==> src/rtl/hssl_link_monitor.sv <==
// Multi-lane HSSL receive bring-up/health monitor: per-lane reset, alignment, leaky error integrator.
// Optional statistics counters are built only when HSSL_LINK_STATS_EN is defined.
module hssl_link_lane #(
  parameter int RST_CYCLES   = 16,
  parameter int DONE_TIMEOUT = 4096,
  parameter int GOOD_WORDS   = 64,
  parameter int ERR_THRESH   = 8,
  parameter int ERR_DECAY    = 1024,
  parameter int CNT_W        = 16
) (
  input  logic             clk,
  input  logic             rst_n,
  input  logic             enable,
  input  logic             reset_done,
  input  logic [3:0]       charisk,
  input  logic [3:0]       disperr,
  input  logic [3:0]       encerr,
  input  logic             bufstatus,
  input  logic             clear,
  output logic             reset_datapath,
  output logic             lane_up,
  output logic [1:0]       state_enc,
  output logic [CNT_W-1:0] err_cnt,
  output logic [CNT_W-1:0] retrain_cnt
);

  typedef enum logic [1:0] {
    S_RESET = 2'd0,
    S_WAIT  = 2'd1,
    S_ALIGN = 2'd2,
    S_UP    = 2'd3
  } state_t;

  localparam int RW = $clog2(RST_CYCLES + 1);
  localparam int DW = $clog2(DONE_TIMEOUT + 1);
  localparam int GW = $clog2(GOOD_WORDS + 1);
  localparam int LW = $clog2(ERR_THRESH + 1);
  localparam int KW = $clog2(ERR_DECAY + 1);

  localparam logic [RW-1:0] RST_LAST   = RW'(RST_CYCLES - 1);
  localparam logic [DW-1:0] DONE_LAST  = DW'(DONE_TIMEOUT - 1);
  localparam logic [GW-1:0] GOOD       = GW'(GOOD_WORDS);
  localparam logic [LW-1:0] THRESH     = LW'(ERR_THRESH);
  localparam logic [KW-1:0] DECAY_LAST = KW'(ERR_DECAY - 1);

  state_t        state, state_nxt;
  logic [RW-1:0] rst_cnt, rst_cnt_nxt;
  logic [DW-1:0] done_cnt, done_cnt_nxt;
  logic [GW-1:0] run, run_nxt;
  logic [LW-1:0] lvl, lvl_nxt;
  logic [KW-1:0] decay;
  logic          err_word, tick, retrain_ev, err_ev;

  assign err_word = (|disperr) | (|encerr) | bufstatus;
  assign tick     = (decay == DECAY_LAST);
  assign err_ev   = err_word & ((state == S_ALIGN) | (state == S_UP));

  always_comb begin
    state_nxt    = state;
    rst_cnt_nxt  = rst_cnt;
    done_cnt_nxt = done_cnt;
    run_nxt      = run;
    lvl_nxt      = lvl;
    retrain_ev   = 1'b0;
    case (state)
      S_RESET: begin
        if (rst_cnt == RST_LAST) begin
          state_nxt   = S_WAIT;
          rst_cnt_nxt = '0;
        end else begin
          rst_cnt_nxt = rst_cnt + 1'b1;
        end
      end
      S_WAIT: begin
        if (reset_done) begin
          state_nxt    = S_ALIGN;
          done_cnt_nxt = '0;
        end else if (done_cnt == DONE_LAST) begin
          state_nxt    = S_RESET;
          done_cnt_nxt = '0;
          retrain_ev   = 1'b1;
        end else begin
          done_cnt_nxt = done_cnt + 1'b1;
        end
      end
      S_ALIGN: begin
        // A run may only start on a comma-bearing clean word.
        if (err_word)          run_nxt = '0;
        else if (run != '0)    run_nxt = run + 1'b1;
        else if (|charisk)     run_nxt = GW'(1);
        if (run_nxt == GOOD) begin
          state_nxt = S_UP;
          run_nxt   = '0;
          lvl_nxt   = '0;
        end
      end
      S_UP: begin
        // Coincident error and decay tick cancel out.
        if (err_word && !tick) begin
          if (lvl != THRESH) lvl_nxt = lvl + 1'b1;
        end else if (tick && !err_word && lvl != '0) begin
          lvl_nxt = lvl - 1'b1;
        end
        if (lvl_nxt == THRESH) begin
          state_nxt  = S_RESET;
          retrain_ev = 1'b1;
        end
      end
      default: state_nxt = S_RESET;
    endcase

    if (!enable) begin
      state_nxt    = S_RESET;
      rst_cnt_nxt  = '0;
      done_cnt_nxt = '0;
      run_nxt      = '0;
      retrain_ev   = 1'b0;
    end else if (!reset_done && (state == S_ALIGN || state == S_UP)) begin
      state_nxt  = S_RESET;
      run_nxt    = '0;
      retrain_ev = 1'b1;
    end
  end

  always_ff @(posedge clk or negedge rst_n) begin
    if (!rst_n) begin
      state          <= S_RESET;
      rst_cnt        <= '0;
      done_cnt       <= '0;
      run            <= '0;
      lvl            <= '0;
      decay          <= '0;
      reset_datapath <= 1'b1;
      lane_up        <= 1'b0;
    end else begin
      state          <= state_nxt;
      rst_cnt        <= rst_cnt_nxt;
      done_cnt       <= done_cnt_nxt;
      run            <= run_nxt;
      lvl            <= lvl_nxt;
      decay          <= tick ? '0 : decay + 1'b1;
      reset_datapath <= (state_nxt == S_RESET);
      lane_up        <= (state_nxt == S_UP);
    end
  end

  assign state_enc = state;

`ifdef HSSL_LINK_STATS_EN
  localparam logic [CNT_W-1:0] CMAX = '1;

  always_ff @(posedge clk or negedge rst_n) begin
    if (!rst_n) begin
      err_cnt     <= '0;
      retrain_cnt <= '0;
    end else if (clear) begin
      err_cnt     <= '0;
      retrain_cnt <= '0;
    end else begin
      if (err_ev && err_cnt != CMAX)         err_cnt     <= err_cnt + 1'b1;
      if (retrain_ev && retrain_cnt != CMAX) retrain_cnt <= retrain_cnt + 1'b1;
    end
  end
`else
  logic unused_stats;
  assign unused_stats = ^{clear, retrain_ev, err_ev};
  assign err_cnt      = '0;
  assign retrain_cnt  = '0;
`endif

endmodule

module hssl_link_monitor #(
  parameter int NUM_LANES    = 4,
  parameter int RST_CYCLES   = 16,
  parameter int DONE_TIMEOUT = 4096,
  parameter int GOOD_WORDS   = 64,
  parameter int ERR_THRESH   = 8,
  parameter int ERR_DECAY    = 1024,
  parameter int CNT_W        = 16
) (
  input  logic                       clk_in,
  input  logic                       reset_n_in,
  input  logic [NUM_LANES-1:0]       lane_enable_in,
  input  logic [NUM_LANES-1:0]       rx_reset_done_in,
  input  logic [4*NUM_LANES-1:0]     rx_charisk_in,
  input  logic [4*NUM_LANES-1:0]     rx_disperr_in,
  input  logic [4*NUM_LANES-1:0]     rx_encerr_in,
  input  logic [NUM_LANES-1:0]       rx_bufstatus_in,
  input  logic                       counters_clear_in,
  output logic [NUM_LANES-1:0]       rx_reset_datapath_out,
  output logic [NUM_LANES-1:0]       lane_up_out,
  output logic [2*NUM_LANES-1:0]     state_out,
  output logic [CNT_W*NUM_LANES-1:0] err_count_out,
  output logic [CNT_W*NUM_LANES-1:0] retrain_count_out
);

  for (genvar i = 0; i < NUM_LANES; i++) begin : g_lane
    hssl_link_lane #(
      .RST_CYCLES  (RST_CYCLES),
      .DONE_TIMEOUT(DONE_TIMEOUT),
      .GOOD_WORDS  (GOOD_WORDS),
      .ERR_THRESH  (ERR_THRESH),
      .ERR_DECAY   (ERR_DECAY),
      .CNT_W       (CNT_W)
    ) u_lane (
      .clk           (clk_in),
      .rst_n         (reset_n_in),
      .enable        (lane_enable_in[i]),
      .reset_done    (rx_reset_done_in[i]),
      .charisk       (rx_charisk_in[4*i +: 4]),
      .disperr       (rx_disperr_in[4*i +: 4]),
      .encerr        (rx_encerr_in[4*i +: 4]),
      .bufstatus     (rx_bufstatus_in[i]),
      .clear         (counters_clear_in),
      .reset_datapath(rx_reset_datapath_out[i]),
      .lane_up       (lane_up_out[i]),
      .state_enc     (state_out[2*i +: 2]),
      .err_cnt       (err_count_out[CNT_W*i +: CNT_W]),
      .retrain_cnt   (retrain_count_out[CNT_W*i +: CNT_W])
    );
  end

endmodule

==> config.mk <==
export PLATFORM = sky130hd
export DESIGN_NAME = hssl_link_monitor
export DESIGN_NICKNAME = d
export VERILOG_FILES = /design/src/rtl/hssl_link_monitor.sv
export SDC_FILE = /design/constraint.sdc
export NUM_CORES = 1
export LEC_CHECK = 0
export CORE_MARGIN = 10
export CORE_UTILIZATION = 48
export DETAILED_ROUTE_END_ITERATION = 12
export PLACE_DENSITY_LB_ADDON = 0.15
export SYNTH_ARGS = -nofsm -noshare
export SYNTH_HDL_FRONTEND = slang
export SYNTH_SLANG_ARGS = --single-unit
==> constraint.sdc <==
create_clock -name clk_in -period 2.2 [get_ports clk_in]
set_input_delay 0.44 -clock clk_in [delete_from_list [all_inputs] [get_ports clk_in]]
set_output_delay 0.44 -clock clk_in [all_outputs]
set_load 0.02 [all_outputs]
# Word level (Yosys, flattened, before mapping)
# Index checks and enable logic that the tools add are counted.
# totals
regBits,176
output_inout_bits,144
word_cells,308
# op_classes
addsub,24
eq_ne,56
muxes,120
n_bitwise,8
reduce_logical,68
# ops
cell,n
$mux W7,32
$mux W13,16
$mux W4,20
$mux W5,12
$mux W2,28
$add A13 B1 Y13 const B,4
$eq A13 B12 Y1 const B,4
$reduce_or A4 Y1,12
$add A11 B1 Y11 const B,4
$eq A11 B10 Y1 const B,4
$mux W11,4
$pmux W2 S4,4
$pmux W4 S2,4
$add A7 B1 Y7 const B,4
$eq A7 B7 Y1 const B,4
$reduce_bool A7 Y1,4
$eq A2 B2 Y1 const B,12
$ne A2 B1 Y1 const B,12
$add A5 B1 Y5 const B,4
$eq A5 B4 Y1 const B,4
$add A4 B1 Y4 const B,4
$eq A4 B4 Y1 const B,4
$logic_and A1 B1 Y1,16
$logic_not A2 Y1,8
other kinds (10),52

# Logic depth before layout (Yosys ltp)
# depth
word_depth,15
ltp_mapped,11

# Modules after synthesis
# A second synthesis with hierarchy kept.
# hier_totals
hier_cells,1253
area_unflattened_um2,11462.2
# modules_own_cells
module,instances,cells_per_inst,area_per_inst_um2,seq_area_each_um2
hssl_link_lane at g_lane[0].u_lane ...,2,314,2867.8,1102.3
hssl_link_lane at g_lane[3].u_lane,1,309,2870.3,1102.3
hssl_link_lane at g_lane[1].u_lane,1,316,2856.5,1102.3

# Worst setup path before layout
# Ideal clock, no wire load.
# synth_timing
path_type,input to register
from,input rx_disperr_in[10]
to,register g_lane[2].u_lane.reset_datapath
setup_ps,73
arrival_ps,2279
path_slack_ps,-152
path_stages,8
n_path_buf,0
cell_sequence,or4_4 > nor4_4 > nor2_2 > and4_4 > nand3b_4 > a21oi_2 > and4_4 > o21bai_1
# synth_via
elab_chain_cells,15
# synth_lines
item,line,source
from (decl),187,"input logic [4*NUM_LANES-1:0] rx_disperr_in,"
$reduce_or A4 Y1 (*),54,assign err_word = (|disperr) | (|encerr) | bufstatus;
$or A1 B1 Y1 (*) (2 in a row),54,
$logic_not A1 Y1,101,end else if (tick && !err_word && lvl != '0) begin
$logic_and A1 B1 Y1 (2 in a row),101,
$mux W4,101,
$mux W4,99,if (err_word && !tick) begin
$mux W4,65,case (state)
$eq A4 B4 Y1,104,if (lvl_nxt == THRESH) begin
$mux W2,104,
$pmux W2 S4 (*),65,
$mux W2 (*),118,end else if (!reset_done && (state == S_ALIGN || state == S_UP)) begin
$mux W2 (*),112,if (!enable) begin
$logic_not A2 Y1 (*),142,reset_datapath <= (state_nxt == S_RESET);
to (signal assigned),142,
to (decl),20,"output logic reset_datapath,"
# Every way passes the cells marked *; elsewhere a longest branch is shown, timed or not. The select of a mux whose other input is x is not followed.
# A chain may end at the register's enable or synchronous reset.

# Final worst setup path
# layout_timing
from,register g_lane[1].u_lane.decay[1]
to,register g_lane[1].u_lane.reset_datapath
# layout_via
elab_chain_cells,12
# layout_lines
item,line,source
from (decl),51,logic [KW-1:0] decay;
from (signal assigned),141,decay <= tick ? '0 : decay + 1'b1;
$eq A11 B10 Y1 (*),55,assign tick = (decay == DECAY_LAST);
$logic_and A1 B1 Y1 (2 in a row),101,
$mux W4,101,
$mux W4 (*),99,
$mux W4 (*),65,
$eq A4 B4 Y1 (*),104,
$mux W2 (*),104,
$pmux W2 S4 (*),65,
$mux W2 (*),118,
$mux W2 (*),112,
$logic_not A2 Y1 (*),142,
to (signal assigned),142,
to (decl),20,
# Marks and branches as above.

==> run metrics <==
status=finished with violations; failing checks=negative setup slack; predominant post-synthesis flop cell=dfrtp_1; initial antenna violation count=0; Req. time, crit path=2580 ps; Post-synth ARST share=100.0%; setup TNS=-752.6 ps; Final setup violation count=7; top area cells in the synthesized netlist=dfrtp_1 40%, buf_4 9.5%, nand2_1 5.6%; vias in the first global route=8,976; Yosys top cell by area=dfrtp_1; Hold Crit Depth=1; area of the multi-input gates=5832 um^2; via count=9,066; Post-Layout Cell Count=1,748; DP Wirelength=17,710 um; CP Cell Sequence=ha_4, nand4_1, buf_4, nor4_4, buf_4, a31oi_1, a21oi_1, xnor2_1, nand4_1, o2111ai_2, and2_1; Routed wire per std cell=13.97 um; layout cells sized above 1=18.26%; sequential area share after synthesis=40.84%; RePlAce Congestion=0.8399; top cells by instance count after synthesis=172 x dfrtp_1, 162 x nand2_1, 136 x buf_4; Chip Height=170.0 um; WP depth=11; achievable frequency=421.1 MHz; crit-path max cell delay=400 ps; DRC=0; n_diodes=0; core area=21,960 um^2; Post-Synthesis Cells=1,245; critical path class=flop to flop; Final Max Tran Viols=0; remaining antenna violation count after routing=0; RSZ-0062 raised after global routing=yes; CTS Sinks=176; crit-path max FO=5; CP delay by family, top=simple AND/OR/NAND/NOR gates; Yosys cell types=72; Clock Skew=13.99 ps; IR drop worst, VDD=0.0004243 V; crit path max-delay cell type=dfrtp_1; Post-Route WL=24,420 um; HP Class=flop to flop; Clk pin slew, worst setup/hold paths=70 ps; Tcrit/Tclk final=107.9%; CTS tree=built; Buf/Inv on CP=2; register area=4413 um^2; CP Launch Type=flop; average size of a mapped cell=8.672 um^2; pin count of the biggest net entering global routing=48; LEAKAGE=6.043 nW; GRT Overall Usage=16.49%; CTS H-tree lvls=4; synth warn=0; row cnt=54; DIE WIDTH=170.0 um; total global routing overflow=0; Yosys reg bits=176; I/O Pins=207; clock root cell=clkbuf_16; post-layout min period=2375 ps; CP endpoint kind=flop; initial core utilization=49.17%; Pwr per Cell Area=516.2 nW/um^2; IO Port Bufs=77; synthesized cell area=10,800 um^2; crit path setup slack, layout=-174.9 ps; hold slack=499.0 ps; # nets final=1,546; Worst-Skew Late Latency=430 ps; Synth top area share=39.87%; vias per cell=5.186; first drt pass iteration count=5; die area=28,890 um^2; CTS Buffer Depth=2; endpoints failing hold=0; Post-synth EDFFs=0; fin area=13,360 um^2; area grow syn2layout=23.70%; most numerous cell in the Yosys netlist=dfrtp_1; Slew @ Worst Pin=570.5 ps; max cap viols=0; global-route wire length before repair=41,080 um; cells on worst reg2reg path=11; relative max-transition margin=61.89%; Fill cells=1,921; DRT iter0 DRCs=490; area post-placement=12,290 um^2; Critical Path AT=2750 ps; Pwr Total=0.006894 W; placed insts=1,691; TritonCTS Buffers=17
## cells by family (layout without fill, tap and decap cells)
group	Yosys count	count (layout)	synth area share [%]
XOR/XNOR	58	58	4.705
adder cells (fa/ha/maj)	28	28	3.245
AND/OR/NAND/NOR	508	509	23.91
buffers and inverters	213	308	12.19
other	1	128	0.03473
AO/OA/AOI/OAI	257	257	14.71
flip-flops	176	176	40.84
multiplexers	4	4	0.3709
## path summary, 6_finish.rpt
check	start	endpoint	slack, ps
worst max-delay path	g_lane[1].u_lane.decay[1]$_DFF_PN0_	g_lane[1].u_lane.reset_datapath$_DFF_PN1_	-170
worst min-delay path	g_lane[3].u_lane.decay[10]$_DFF_PN0_	g_lane[3].u_lane.decay[10]$_DFF_PN0_	500
worst max register to register	g_lane[1].u_lane.decay[1]$_DFF_PN0_	g_lane[1].u_lane.reset_datapath$_DFF_PN1_	-170
worst min register to register	g_lane[3].u_lane.decay[10]$_DFF_PN0_	g_lane[3].u_lane.decay[10]$_DFF_PN0_	500
max in group asynchronous	reset_n_in	g_lane[0].u_lane.reset_datapath$_DFF_PN1_	1010
min in group asynchronous	reset_n_in	g_lane[3].u_lane.lvl[1]$_DFFE_PN0P_	530
## routing by layer
layer	GRT usage, %	share of wire [%]	vias to the layer above
met5	0	0	-
met4	4.081	1.0	0
met3	3.748	4.5	32
met2	27.44	48	200
met1	21.28	46	4316
li1	-	-	4518
## flip-flops by register name, summed over array words and instances, names as in the netlist
| register | count |
|---|---|
| g_lane.u_lane.lane_up | 4 |
| g_lane.u_lane.run | 28 |
| g_lane.u_lane.reset_datapath | 4 |
| g_lane.u_lane.lvl | 16 |
| g_lane.u_lane.done_cnt | 52 |
| g_lane.u_lane.decay | 44 |
| g_lane.u_lane.rst_cnt | 20 |
| g_lane.u_lane.state_enc | 8 |
## worst register-to-register path: stages, from the launching register on
cell	delay, ps
dfrtp_1	400
ha_4	160
nand4_1	100
buf_4	170
nor4_4	240
buf_4	190
a31oi_1	50
a21oi_1	220
xnor2_1	200
nand4_1	170
o2111ai_2	270
and2_1	160
## final cells by class
class | count | share of cell area [%]
clock buffer | 20 | 3.494
timing repair buffer | 231 | 14.91
multi-input combinational | 984 | 43.67
sequential | 176 | 33.04
inverter | 45 | 1.265
tap | 280 | 2.623
clock inverter | 12 | 0.9931
## stage by stage
stage	utilization, %	worst slack, ps
floorplan	-	-152.2
global placement	55.96	-538.3
detailed placement	55.96	-599.7
CTS	59.35	-71.49
global route	60.82	-316.7
finish	60.82	-174.9
## where the power goes
group	switching, W	internal [W]	leakage (nW)
Sequential	0.0000195	0.00326	2.33
Clock	0.00130	0.00177	0.288
Combinational	0.000374	0.000180	3.43
## placed cells by master (no fill, tap or decap), types with 17 or more instances in the layout
cell type	synthesis	final
dfrtp_1	172	169
nand2_1	162	160
buf_4	136	145
conb_1	1	128
o21ai_0	111	105
nor2_1	97	92
clkdlybuf4s50_1	0	68
nand3_1	71	66
inv_1	45	44
xor2_1	34	34
a21oi_1	38	32
nand4_1	27	27
and3_1	25	24
xnor2_1	24	23
ha_1	28	23
nor2b_1	20	19
nor3_1	19	17
clkbuf_16	0	17
## timing repair
| action | 4_1_cts | 5_1_grt |
|---|---|---|
| gates cloned | 0 | 1 |
| hold buffers | 1 | 0 |
| gates resized for setup | 21 | 58 |
| endpoints found under the setup margin | 20 | 53 |
| hold endpoints to repair | 37 | 0 |
| pin swaps | 20 | 32 |
| buffers inserted | 9 | 14 |
Power figures use the tool's default switching activity.
